--- src/rtl/axis_dac_pulse_player_if.sv ---
// axis_dac_pulse_player_if: single AXI-stream link (data, valid, ready)
interface axis_dac_pulse_player_if #(parameter int W = 256);
  logic [W-1:0] tdata;
  logic         tvalid;
  logic         tready;
  modport master (output tdata, tvalid, input tready);
  modport slave (input tdata, tvalid, output tready);
endinterface

--- src/rtl/axis_dac_pulse_player.sv ---
// axis_dac_pulse_player: on trigger, waits delay cycles then plays pulse_len FIFO words to the DAC,
// substituting zeros (and counting underflows) when the FIFO runs dry.
module axis_dac_pulse_player #(
  parameter int LEN_W = 16
) (
  input  logic                         axis_clk,
  input  logic                         rst,
  input  logic                         trigger,
  input  logic [LEN_W-1:0]             pulse_len,
  input  logic [LEN_W-1:0]             delay,
  input  logic                         clr_status,
  axis_dac_pulse_player_if.slave       s_axis,
  axis_dac_pulse_player_if.master      m_axis,
  output logic                         busy,
  output logic                         underflow,
  output logic [LEN_W-1:0]             underflow_cnt,
  output logic                         trig_dropped
);
  typedef enum logic [1:0] {IDLE, DELAY, PLAY} state_t;
  state_t             state_q, state_d;
  logic [LEN_W-1:0]   len_q, len_d, cnt_q, cnt_d, ucnt_q, ucnt_d;
  logic [255:0]       tdata_q, tdata_d;
  logic               tvalid_q, tvalid_d, uf_q, uf_d, drop_q, drop_d, play, uf;
  assign play = state_q == PLAY;
  assign uf = play && !s_axis.tvalid;
  assign s_axis.tready = play;
  assign m_axis.tdata = tdata_q;
  assign m_axis.tvalid = tvalid_q;
  assign busy = state_q != IDLE;
  assign underflow = uf_q;
  assign underflow_cnt = ucnt_q;
  assign trig_dropped = drop_q;
  // cnt serves as the delay counter in DELAY and the length counter in PLAY
  always_comb begin
    state_d = state_q;
    len_d = len_q;
    cnt_d = cnt_q;
    case (state_q)
      IDLE: if (trigger && pulse_len != '0) begin
        len_d = pulse_len;
        state_d = delay != '0 ? DELAY : PLAY;
        cnt_d = delay != '0 ? delay : pulse_len;
      end
      DELAY: begin
        state_d = cnt_q == LEN_W'(1) ? PLAY : DELAY;
        cnt_d = cnt_q == LEN_W'(1) ? len_q : cnt_q - 1'b1;
      end
      default: begin
        state_d = cnt_q == LEN_W'(1) ? IDLE : PLAY;
        cnt_d = cnt_q - 1'b1;
      end
    endcase
  end
  // a status set in the same cycle as clr_status wins over the clear
  always_comb begin
    tdata_d = play && s_axis.tvalid ? s_axis.tdata : '0;
    tvalid_d = play;
    uf_d = uf || (uf_q && !clr_status);
    ucnt_d = uf ? (clr_status ? LEN_W'(1) : (ucnt_q == '1 ? ucnt_q : ucnt_q + 1'b1))
                : (clr_status ? '0 : ucnt_q);
    drop_d = (trigger && busy) || (drop_q && !clr_status);
  end
  always_ff @(posedge axis_clk or negedge rst) begin
    if (!rst) begin
      state_q <= IDLE;
      len_q <= '0;
      cnt_q <= '0;
      ucnt_q <= '0;
      tdata_q <= '0;
      tvalid_q <= 1'b0;
      uf_q <= 1'b0;
      drop_q <= 1'b0;
    end else begin
      state_q <= state_d;
      len_q <= len_d;
      cnt_q <= cnt_d;
      ucnt_q <= ucnt_d;
      tdata_q <= tdata_d;
      tvalid_q <= tvalid_d;
      uf_q <= uf_d;
      drop_q <= drop_d;
    end
  end
endmodule
--- src/flat_wrapper.sv ---
// flat-port wrapper written by rule: the top's interface ports become plain ports
module axis_dac_pulse_player_flat 
#(
  parameter int LEN_W = 16
)
  (axis_clk, rst, trigger, pulse_len, delay, clr_status, busy, underflow, underflow_cnt, trig_dropped, s_axis_tdata, s_axis_tvalid, s_axis_tready, m_axis_tdata, m_axis_tvalid, m_axis_tready);
  axis_dac_pulse_player_if s_axis_i ();
  axis_dac_pulse_player_if m_axis_i ();
  input  logic axis_clk;
  input  logic rst;
  input  logic trigger;
  input  logic [LEN_W-1:0] pulse_len;
  input  logic [LEN_W-1:0] delay;
  input  logic clr_status;
  output logic busy;
  output logic underflow;
  output logic [LEN_W-1:0] underflow_cnt;
  output logic trig_dropped;
  input wire logic [$bits(s_axis_i.tdata)-1:0] s_axis_tdata;
  input wire logic [$bits(s_axis_i.tvalid)-1:0] s_axis_tvalid;
  output wire logic [$bits(s_axis_i.tready)-1:0] s_axis_tready;
  output wire logic [$bits(m_axis_i.tdata)-1:0] m_axis_tdata;
  output wire logic [$bits(m_axis_i.tvalid)-1:0] m_axis_tvalid;
  input wire logic [$bits(m_axis_i.tready)-1:0] m_axis_tready;
  assign s_axis_i.tdata = s_axis_tdata;
  assign s_axis_i.tvalid = s_axis_tvalid;
  assign s_axis_tready = s_axis_i.tready;
  assign m_axis_tdata = m_axis_i.tdata;
  assign m_axis_tvalid = m_axis_i.tvalid;
  assign m_axis_i.tready = m_axis_tready;
  axis_dac_pulse_player #(.LEN_W(LEN_W)) u_core (.axis_clk(axis_clk), .rst(rst), .trigger(trigger), .pulse_len(pulse_len), .delay(delay), .clr_status(clr_status), .s_axis(s_axis_i), .m_axis(m_axis_i), .busy(busy), .underflow(underflow), .underflow_cnt(underflow_cnt), .trig_dropped(trig_dropped));
endmodule
--- config.mk ---
export PLATFORM = sky130hd
export DESIGN_NAME = axis_dac_pulse_player_flat
export DESIGN_NICKNAME = d
export VERILOG_FILES = /design/src/rtl/axis_dac_pulse_player_if.sv /design/src/rtl/axis_dac_pulse_player.sv /design/src/flat_wrapper.sv
export SDC_FILE = /design/constraint.sdc
export NUM_CORES = 1
export LEC_CHECK = 0
export ABC_AREA = 1
export BUFFER_PORTS_ARGS = -buffer_cell sky130_fd_sc_hd__buf_2
export CAP_MARGIN = 25
export CORE_AREA = 2 2 224 226
export CTS_BUF_LIST = sky130_fd_sc_hd__clkbuf_4
export CTS_CLUSTER_DIAMETER = 120
export DETAILED_ROUTE_END_ITERATION = 8
export DIE_AREA = 0 0 226 228
export PLACE_DENSITY = 0.44
export SLEW_MARGIN = 40
export SYNTH_ARGS = -nofsm -noshare
export SYNTH_HDL_FRONTEND = slang
export SYNTH_SLANG_ARGS = --single-unit
export TNS_END_PERCENT = 100
--- constraint.sdc ---
create_clock -name axis_clk -period 2.2 [get_ports axis_clk]
set_input_delay 0.44 -clock axis_clk [delete_from_list [all_inputs] [get_ports axis_clk]]
set_output_delay 0.44 -clock axis_clk [all_outputs]
set_load 0.005 [all_outputs]
---- Word-level counts from Yosys, hierarchy flattened ----
Cells that the tools add are included.
Widths: inputs -> output; s select.
operators by class
  multiplexer cells ....................... 14
  $add $sub $neg .......................... 2
  equal/unequal tests ..................... 6
  reductions and logical operators ........ 17
operators by type and width
  cell                   number
  $mux 256               1
  $mux 16                7
  $pmux 16 s2            1
  $reduce_bool 16->1     2
  $add 16x1->16 const B  1
  $eq 16x1->1 const B    1
  $eq 16x16->1 const B   1
  $sub 16x1->16 const B  1
  $mux 2                 4
  $logic_and 1x1->1      6
  $pmux 2 s2             1
  $reduce_and 2->1       2
  $reduce_bool 2->1      2
  $eq 2x1->1 const B     1
  $eq 2x2->1 const B     1
  $logic_not 1->1        2
  $logic_not 2->1        1
  $logic_or 1x1->1       2
  $ne 2x1->1 const B     1
  $ne 2x2->1 const B     1
word-level totals
  input bits .............................. 294
  logic and storage cells ................. 47
  output and inout bits ................... 277
  register bits after elaboration ......... 309

---- Logic depth before layout (Yosys ltp) ----
Gate-level depths: netlist of the first run.
  depth in word-level cells ............... 4
  depth in mapped cells ................... 12
  mapped depth without buffers ............ 11

---- Worst setup path after synthesis of the first run ----
Ideal clock, no wire load.
  path kind ............................... reg-to-reg
  from .................................... register u_core.ucnt_q[0], in the netlist u_core.underflow_cnt[0]
  to ...................................... register u_core.ucnt_q[12], in the netlist u_core.underflow_cnt[12]
  clock period less this slack ............ 1652 ps
  setup time .............................. 77 ps
  arrival ................................. 1574 ps
  stages on the path, launching flop included .. 10
  path slack .............................. 548 ps
  required time ........................... 2123 ps
  cells stage by stage .................... dfrtp_1 > ha_1 > nand2_1 > nor2_1 > nand2_1 > nor2_2 > o21ai_1 > buf_2 > nand2_1 > a21oi_1
on the way
  word-level cells in the longest chain between the ends .. 4
ends and longest elaborated chain
  item                      RTL line                     source
  start: declaration        axis_dac_pulse_player.sv:21  logic [LEN_W-1:0] len_q, len_d, cnt_q, cnt_d, ucnt_q, ucnt_d;
  start signal: assignment  axis_dac_pulse_player.sv:77  ucnt_q <= ucnt_d;
  $add 16x1->16             axis_dac_pulse_player.sv:59  ucnt_d = uf ? (clr_status ? LEN_W'(1) : (ucnt_q == '1 ? ucnt_q : ucnt_q + 1'b1))
  $mux 16 (3 in a row)      axis_dac_pulse_player.sv:59
Parallel ways exist; a longest one is shown, timed or not. The select of a mux whose other input is x is not followed.
A chain may end at the register's enable or synchronous reset.

---- Final worst setup path of the first run ----
  from .................................... register u_core.state_q[0]
  to ...................................... output busy
on the way
  word-level cells in the longest chain between the ends .. 1
ends and longest elaborated chain
  item                      RTL line                     source
  start: declaration        axis_dac_pulse_player.sv:20  state_t state_q, state_d;
  start signal: assignment  axis_dac_pulse_player.sv:74  state_q <= state_d;
  $reduce_bool 2->1         axis_dac_pulse_player.sv:29  assign busy = state_q != IDLE;
  end: declaration          flat_wrapper.sv:15           output logic busy;
No other way between the ends.

==> results of run 1 <==
where the power goes:
group	switching (mW)	internal [mW]	total [mW]	leakage, nW
Combinational	0.765	0.826	1.59	6.84
Clock	2.55	2.95	5.50	0.683
Sequential	0.0737	5.94	6.01	3.94
Total	3.39	9.72	13.1	11.5
state kept, by name, summed over array words and instances, names as in the netlist:
| register | count |
|---|---|
| u_core.len_q | 16 |
| u_core.trig_dropped | 1 |
| u_core.underflow_cnt | 16 |
| u_core.underflow | 1 |
| u_core.cnt_q | 16 |
| u_core.state_q | 2 |
| u_core.m_axis.tdata | 256 |
| u_core.m_axis.tvalid | 1 |
area by class of cell:
cell class	count	share of cell area
tap	672	0.04211
sequential	309	0.3873
timing repair buffer	882	0.3012
antenna	10	0.001253
multi-input combinational	693	0.1546
clock buffer	131	0.04925
clock inverter	24	0.008084
timing repair inverter	1	0.0002507
inverter	297	0.05602
cell families (layout without fill, tap and decap cells):
family	Yosys count	count (layout)	share of synthesized area
xor gates and xnor gates	9	9	0.006499
other	0	10	0
and+or+nand+nor	639	639	0.2257
adders and majority gates	3	3	0.003095
buffers and inverters	341	1335	0.1092
AOI/OAI and AO/OA	42	42	0.01795
DFF	309	309	0.6375
critical path, delay by kind of cell, from the launching register on:
family | cells | cell delay, ns
buffers and inverters | 2 | 0.25
DFF | 1 | 0.44
and+or+nand+nor | 1 | 0.15
metrics by stage:
step                      worst slack [ns]  hold slack, ns
final                               0.1436          0.1126
after global routing               0.01250         0.05776
after CTS                        -0.008775       0.0001471
after detailed placement            0.2550          0.3208
after global placement              0.3014          0.3241
after floorplan                     0.5483          0.1444
synthesized netlist by cell type:
cell      number  area share
dfrtp_1      309        0.64
nor2_4         5      0.0046
a21oi_1        7      0.0029
nor2_1       354        0.11
nand3_1       41       0.017
o22ai_1        1     0.00052
nand2_2       22       0.011
nand4_1       14      0.0072
nand2_1      171       0.053
o21bai_1       1     0.00062
nand3_2        9      0.0074
inv_1        296       0.092
clkbuf_1      26      0.0080
inv_2          1     0.00031
nor2_8         2      0.0033
nor3_1         7      0.0029
xnor2_1        3      0.0022
o21ai_1        8      0.0033
xor2_1         6      0.0043
ha_1           3      0.0031
nor3_2         2      0.0017
buf_6          1     0.00093
nor2_2         8      0.0041
buf_2          8      0.0033
buf_1          5      0.0015
o21ai_0       24      0.0099
buf_12         1      0.0017
a22o_1         1     0.00072
buf_4          3      0.0019
nand2_4        4      0.0037
cells in the final DEF, fill, tap and decap left out, drive strengths merged:
cell,count
nand3,50
bufinv,2
a21oi,7
xnor2,3
ha,3
a22o,1
dlygate4sd3,292
o21ai,32
o22ai,1
clkbuf,131
inv,299
nor3,9
clkinv,17
nand4,14
nand2,197
buf,590
nor2,369
clkinvlp,4
xor2,6
dfrtp,309
o21bai,1
diode,10
per-layer routing:
metal  global-route usage  wire length, um
met5                    0                0
met3              0.07535             4502
met1               0.1871            16880
met2               0.3264            24260
met4              0.08899             1675
final timing paths:
kind                                         start  slack [ns]                       end  depth (start not counted)
min in group asynchronous                      rst        0.63  u_core.m_axis.tdata[128]                          3
hold / removal                            delay[9]        0.11           u_core.cnt_q[9]                          5
max in group asynchronous                      rst        0.54  u_core.m_axis.tdata[129]                          4
setup / recovery                 u_core.state_q[0]        0.14                      busy                          3
setup reg to reg           u_core.underflow_cnt[1]        0.31   u_core.underflow_cnt[5]                          8
hold reg to reg                   u_core.underflow        0.49          u_core.underflow                          2
what timing repair did:
action                                  in CTS  in global routing
hold endpoints to repair                   601                  0
endpoints found under the setup margin       1                  1
pin swaps                                    1                  1
buffers inserted                             2                  1
gates cloned                                 1                  0
gates resized for setup                      3                  0
hold buffers                               292                  0
==> flow_summary_export.csv, run 1 <==
group,metric,value,unit
global_routing,grt_pass1_vias,12960,
sta,skew,0.02955,ns
sta,worst_slew_pin_slew,0.8147,ns
sta,rsz0062_at_grt,"no",
sta,min_period,2.056,ns
clock_network,insertion_delay,0.80,ns
clock_network,cts_tree,"built",
die,dieWidth,226,um
sta,period_share,0.9347,
sta,finalHoldViolations,0,
detailed_routing,vias_per_cell,3.965,
pwr,powerDensity,656.6,nW/um^2
layout,final_cells,3019,
detailed_routing,drtPass1Iterations,5,
synthesis,synth.distinct_cells,30,
synthesis,synth_nets,1640,
layout,multi_input_area,3087,sq um
layout,final-seq-area,7732,sq um
placement,placed_area,15840,sq um
layout,fill_cells,5006,
detailed_routing,wl,47310,um
global_routing,antenna_found_initial,9,
detailed_routing,drt-initial-drc-count,502,
synthesis,yosysSeqAreaShare,0.6375,
critical_path,critical_path_required,1.76,ns
layout,area_growth,64.62,%
critical_path,critical_path.max_stage_delay,0.44,ns
sta,maxSlewHeadroom,0.4563,
clock_network,root_buffer,"clkbuf_4",
layout,drive_gt1_frac,0.3380,
clock_network,clk_pin_slew,0.05,ns
sta,fmaxAchievable,0.4863,GHz
run_status,status,"finished clean",
detailed_routing,ant_nets,0,
placement,io_buffers,569,
hold_path,hold_class,"input pin to flop",
global_routing,grt_max_degree,83,
critical_path,cp-end-kind,"output port",
layout,fin_area,19970,sq um
synthesis,netlist_area,12130,sq um
detailed_routing,wl_per_cell,15.67,um
sta,setup_viol,0,
pwr,leakagePower,11.46,nW
clock_network,h-tree-depth,3,
critical_path,start_kind,"flop",
critical_path,critPathSlowestCell,"dfrtp_1",
placement,placed_cells,2558,
critical_path,critical_path_class,"flop to output port",
placement,dp_hpwl,34140,um
die,initial_core_util,0.2458,
detailed_routing,drc,0,
die,fp-row-count,82,
global_routing,grt_pass1_wl,71880,um
die,die_area,51530,sq um
critical_path,arrival,1.62,ns
synthesis,ys_seq_elements,309,
global_routing,overflow,0,
pwr,ir_drop,0.0004303,V
sta,setup_tns,0,ns
global_routing,track_usage,0.1846,
die,die_h,228,um
detailed_routing,vias,11970,
critical_path,cp_max_fo,3,
die,core_area,49350,sq um
sta,slew_viol_final,0,
synthesis,yosys_warnings,0,
placement,gp_congestion,0.8531,
layout,nNetsFinal,2570,
clock_network,numCtsBuffers,89,
synthesis,syn_inst,1343,
synthesis,syn_area_per_cell,9.031,sq um
clock_network,cts.path.max_buffers,3,
critical_path,crit_chain,"nor2_4 > clkinvlp_4 > buf_2",
pwr,power,13.11,mW
clock_network,clock_sink_count,309,
job,maxCapViolCount,0,
die,pin_count,571,
layout,post-route-util,0.4046,
Power figures use the tool's default switching activity.
==> inputs of run 2 (changes only) <==
SETUP_SLACK_MARGIN = 0.4   (was not set)
==> flow_summary_export.csv, run 2 (same netlist as run 1, synthesis figures left out) <==
group,metric,value,unit
layout,layout_common_cells,"buf_2 (507), nor2_1 (346), dfrtp_1 (305), inv_1 (295), dlygate4sd3_1 (292)",
detailed_routing,vias,12100,
critical_path,arrival,1.61,ns
critical_path,cp_max_fo,2,
global_routing,track_usage,0.1860,
layout,area_growth,70.75,%
global_routing,grt_pass1_wl,72410,um
die,core_area,49350,sq um
sta,skew,0.04659,ns
sta,rsz0062_at_grt,"yes",
clock_network,numCtsBuffers,89,
die,pin_count,571,
detailed_routing,met2WireLength,24930,um
global_routing,overflow,0,
sta,worst_slew_pin_slew,0.4873,ns
critical_path,critical_path_class,"flop to output port",
critical_path,critical_path_required,1.76,ns
clock_network,root_buffer,"clkbuf_4",
pwr,powerDensity,638.9,nW/um^2
layout,largest_reg_flops,256,
layout,fin_area,20710,sq um
sta,period_share,0.9317,
placement,io_buffers,569,
detailed_routing,vias_per_cell,3.970,
clock_network,insertion_delay,0.83,ns
layout,post-route-util,0.4197,
clock_network,cts.path.max_buffers,3,
clock_network,cts_tree,"built",
detailed_routing,wl_met3,4750,um
critical_path,critPathSlowestCell,"dfrtp_2",
placement,gp_congestion,0.8531,
hold_path,hold_class,"input pin to flop",
pwr,ir_drop,0.0004303,V
critical_path,critPathTopFamily,"flip-flops",
layout,drive_gt1_frac,0.3539,
critical_path,critical_path.max_stage_delay,0.43,ns
sta,slew_viol_final,0,
sta,finalHoldViolations,0,
critical_path,start_kind,"flop",
die,fp-row-count,82,
global_routing,antenna_found_initial,8,
detailed_routing,drt-initial-drc-count,496,
sta,setup_tns,0,ns
layout,multi_input_area,3201,sq um
clock_network,h-tree-depth,3,
detailed_routing,wl_per_cell,15.77,um
job,maxCapViolCount,0,
die,die_area,51530,sq um
die,initial_core_util,0.2458,
critical_path,cp-end-kind,"output port",
global_routing,grt_max_degree,83,
sta,maxSlewHeadroom,0.6733,
placement,dp_hpwl,34140,um
detailed_routing,drc,0,
clock_network,clk_pin_slew,0.05,ns
detailed_routing,wl_met1,16870,um
detailed_routing,drtPass1Iterations,5,
detailed_routing,topRoutingLayerUsed,"met4",
sta,fin_ws,0.1503,ns
critical_path,crit_buf_inv,2,
layout,final_common_cell,"buf_2",
die,dieWidth,226,um
critical_path,crit_chain,"nor2_4 > clkinvlp_4 > buf_6",
sta,setup_viol,0,
critical_path,r2r_slack,0.50,ns
placement,placed_cells,2558,
layout,nNetsFinal,2601,
clock_network,clock_sink_count,309,
run_status,status,"finished clean",
layout,final-seq-area,7737,sq um
die,die_h,228,um
layout,fill_cells,4948,
pwr,leakagePower,11.75,nW
detailed_routing,wl,48070,um
layout,final_cells,3048,
sta,min_period,2.050,ns
detailed_routing,ant_nets,0,
global_routing,grt_pass1_vias,13110,
placement,place_ws,0.2550,ns
sta,fmaxAchievable,0.4879,GHz
placement,placed_area,15840,sq um
-- run 2: worst reg2reg max path, delay by kind of cell (launching register included) --
| family | cells | cell delay [ns] |
|---|---|---|
| buffers and inverters | 3 | 0.63 |
| DFF | 1 | 0.43 |
| AOI/OAI and AO/OA | 1 | 0.30 |
| and+or+nand+nor | 2 | 0.23 |
-- run 2: final cells by class --
class	count	share of cell area
repair inverters	1	0.0002416
clock buffers	131	0.04748
well taps	672	0.04060
clock inverters	24	0.007793
multi-input cells	695	0.1545
diodes	8	0.0009666
inverters	297	0.05401
flip-flops and latches	309	0.3736
repair buffers	911	0.3208
-- run 2: per-stage QoR --
stage	hold slack [ns]	power (mW)
final	0.1067	13.23
after global routing	0.04960	13.99
after CTS	0.0001471	13.45
after detailed placement	0.3208	7.290
after global placement	0.3241	7.284
after floorplan	0.1444	6.450
-- run 2: metal layers --
| metal | vias to the layer above | GRT usage |
|---|---|---|
| met5 | - | 0 |
| met4 | 0 | 0.08754 |
| met3 | 93 | 0.07857 |
| met2 | 457 | 0.3311 |
| met1 | 5689 | 0.1856 |
| li1 | 5863 | - |
-- run 2: worst paths after layout --
check | from | endpoint | cells past startpoint
worst min-delay path | delay[9] | u_core.cnt_q[9] | 5
worst max-delay path | u_core.state_q[0] | busy | 3
min in group asynchronous | rst | u_core.m_axis.tdata[104] | 3
max in group asynchronous | rst | u_core.m_axis.tdata[129] | 4
worst max register to register | u_core.state_q[0] | u_core.len_q[2] | 6
worst min register to register | u_core.len_q[13] | u_core.len_q[13] | 2
-- run 2: timing repair --
item	CTS	global route
endpoints found under the setup margin	302	426
hold endpoints to repair	601	0
cloned	1	2
hold buffers	292	0
pin swaps	2	9
gates resized for setup	63	48
setup buffers	22	10
-- run 2: where the power goes --
group / leakage, nW / switching [mW] / internal (mW)
clock network: 0.683 / 2.57 / 2.95
registers: 3.93 / 0.0862 / 5.94
logic: 7.14 / 0.778 / 0.904
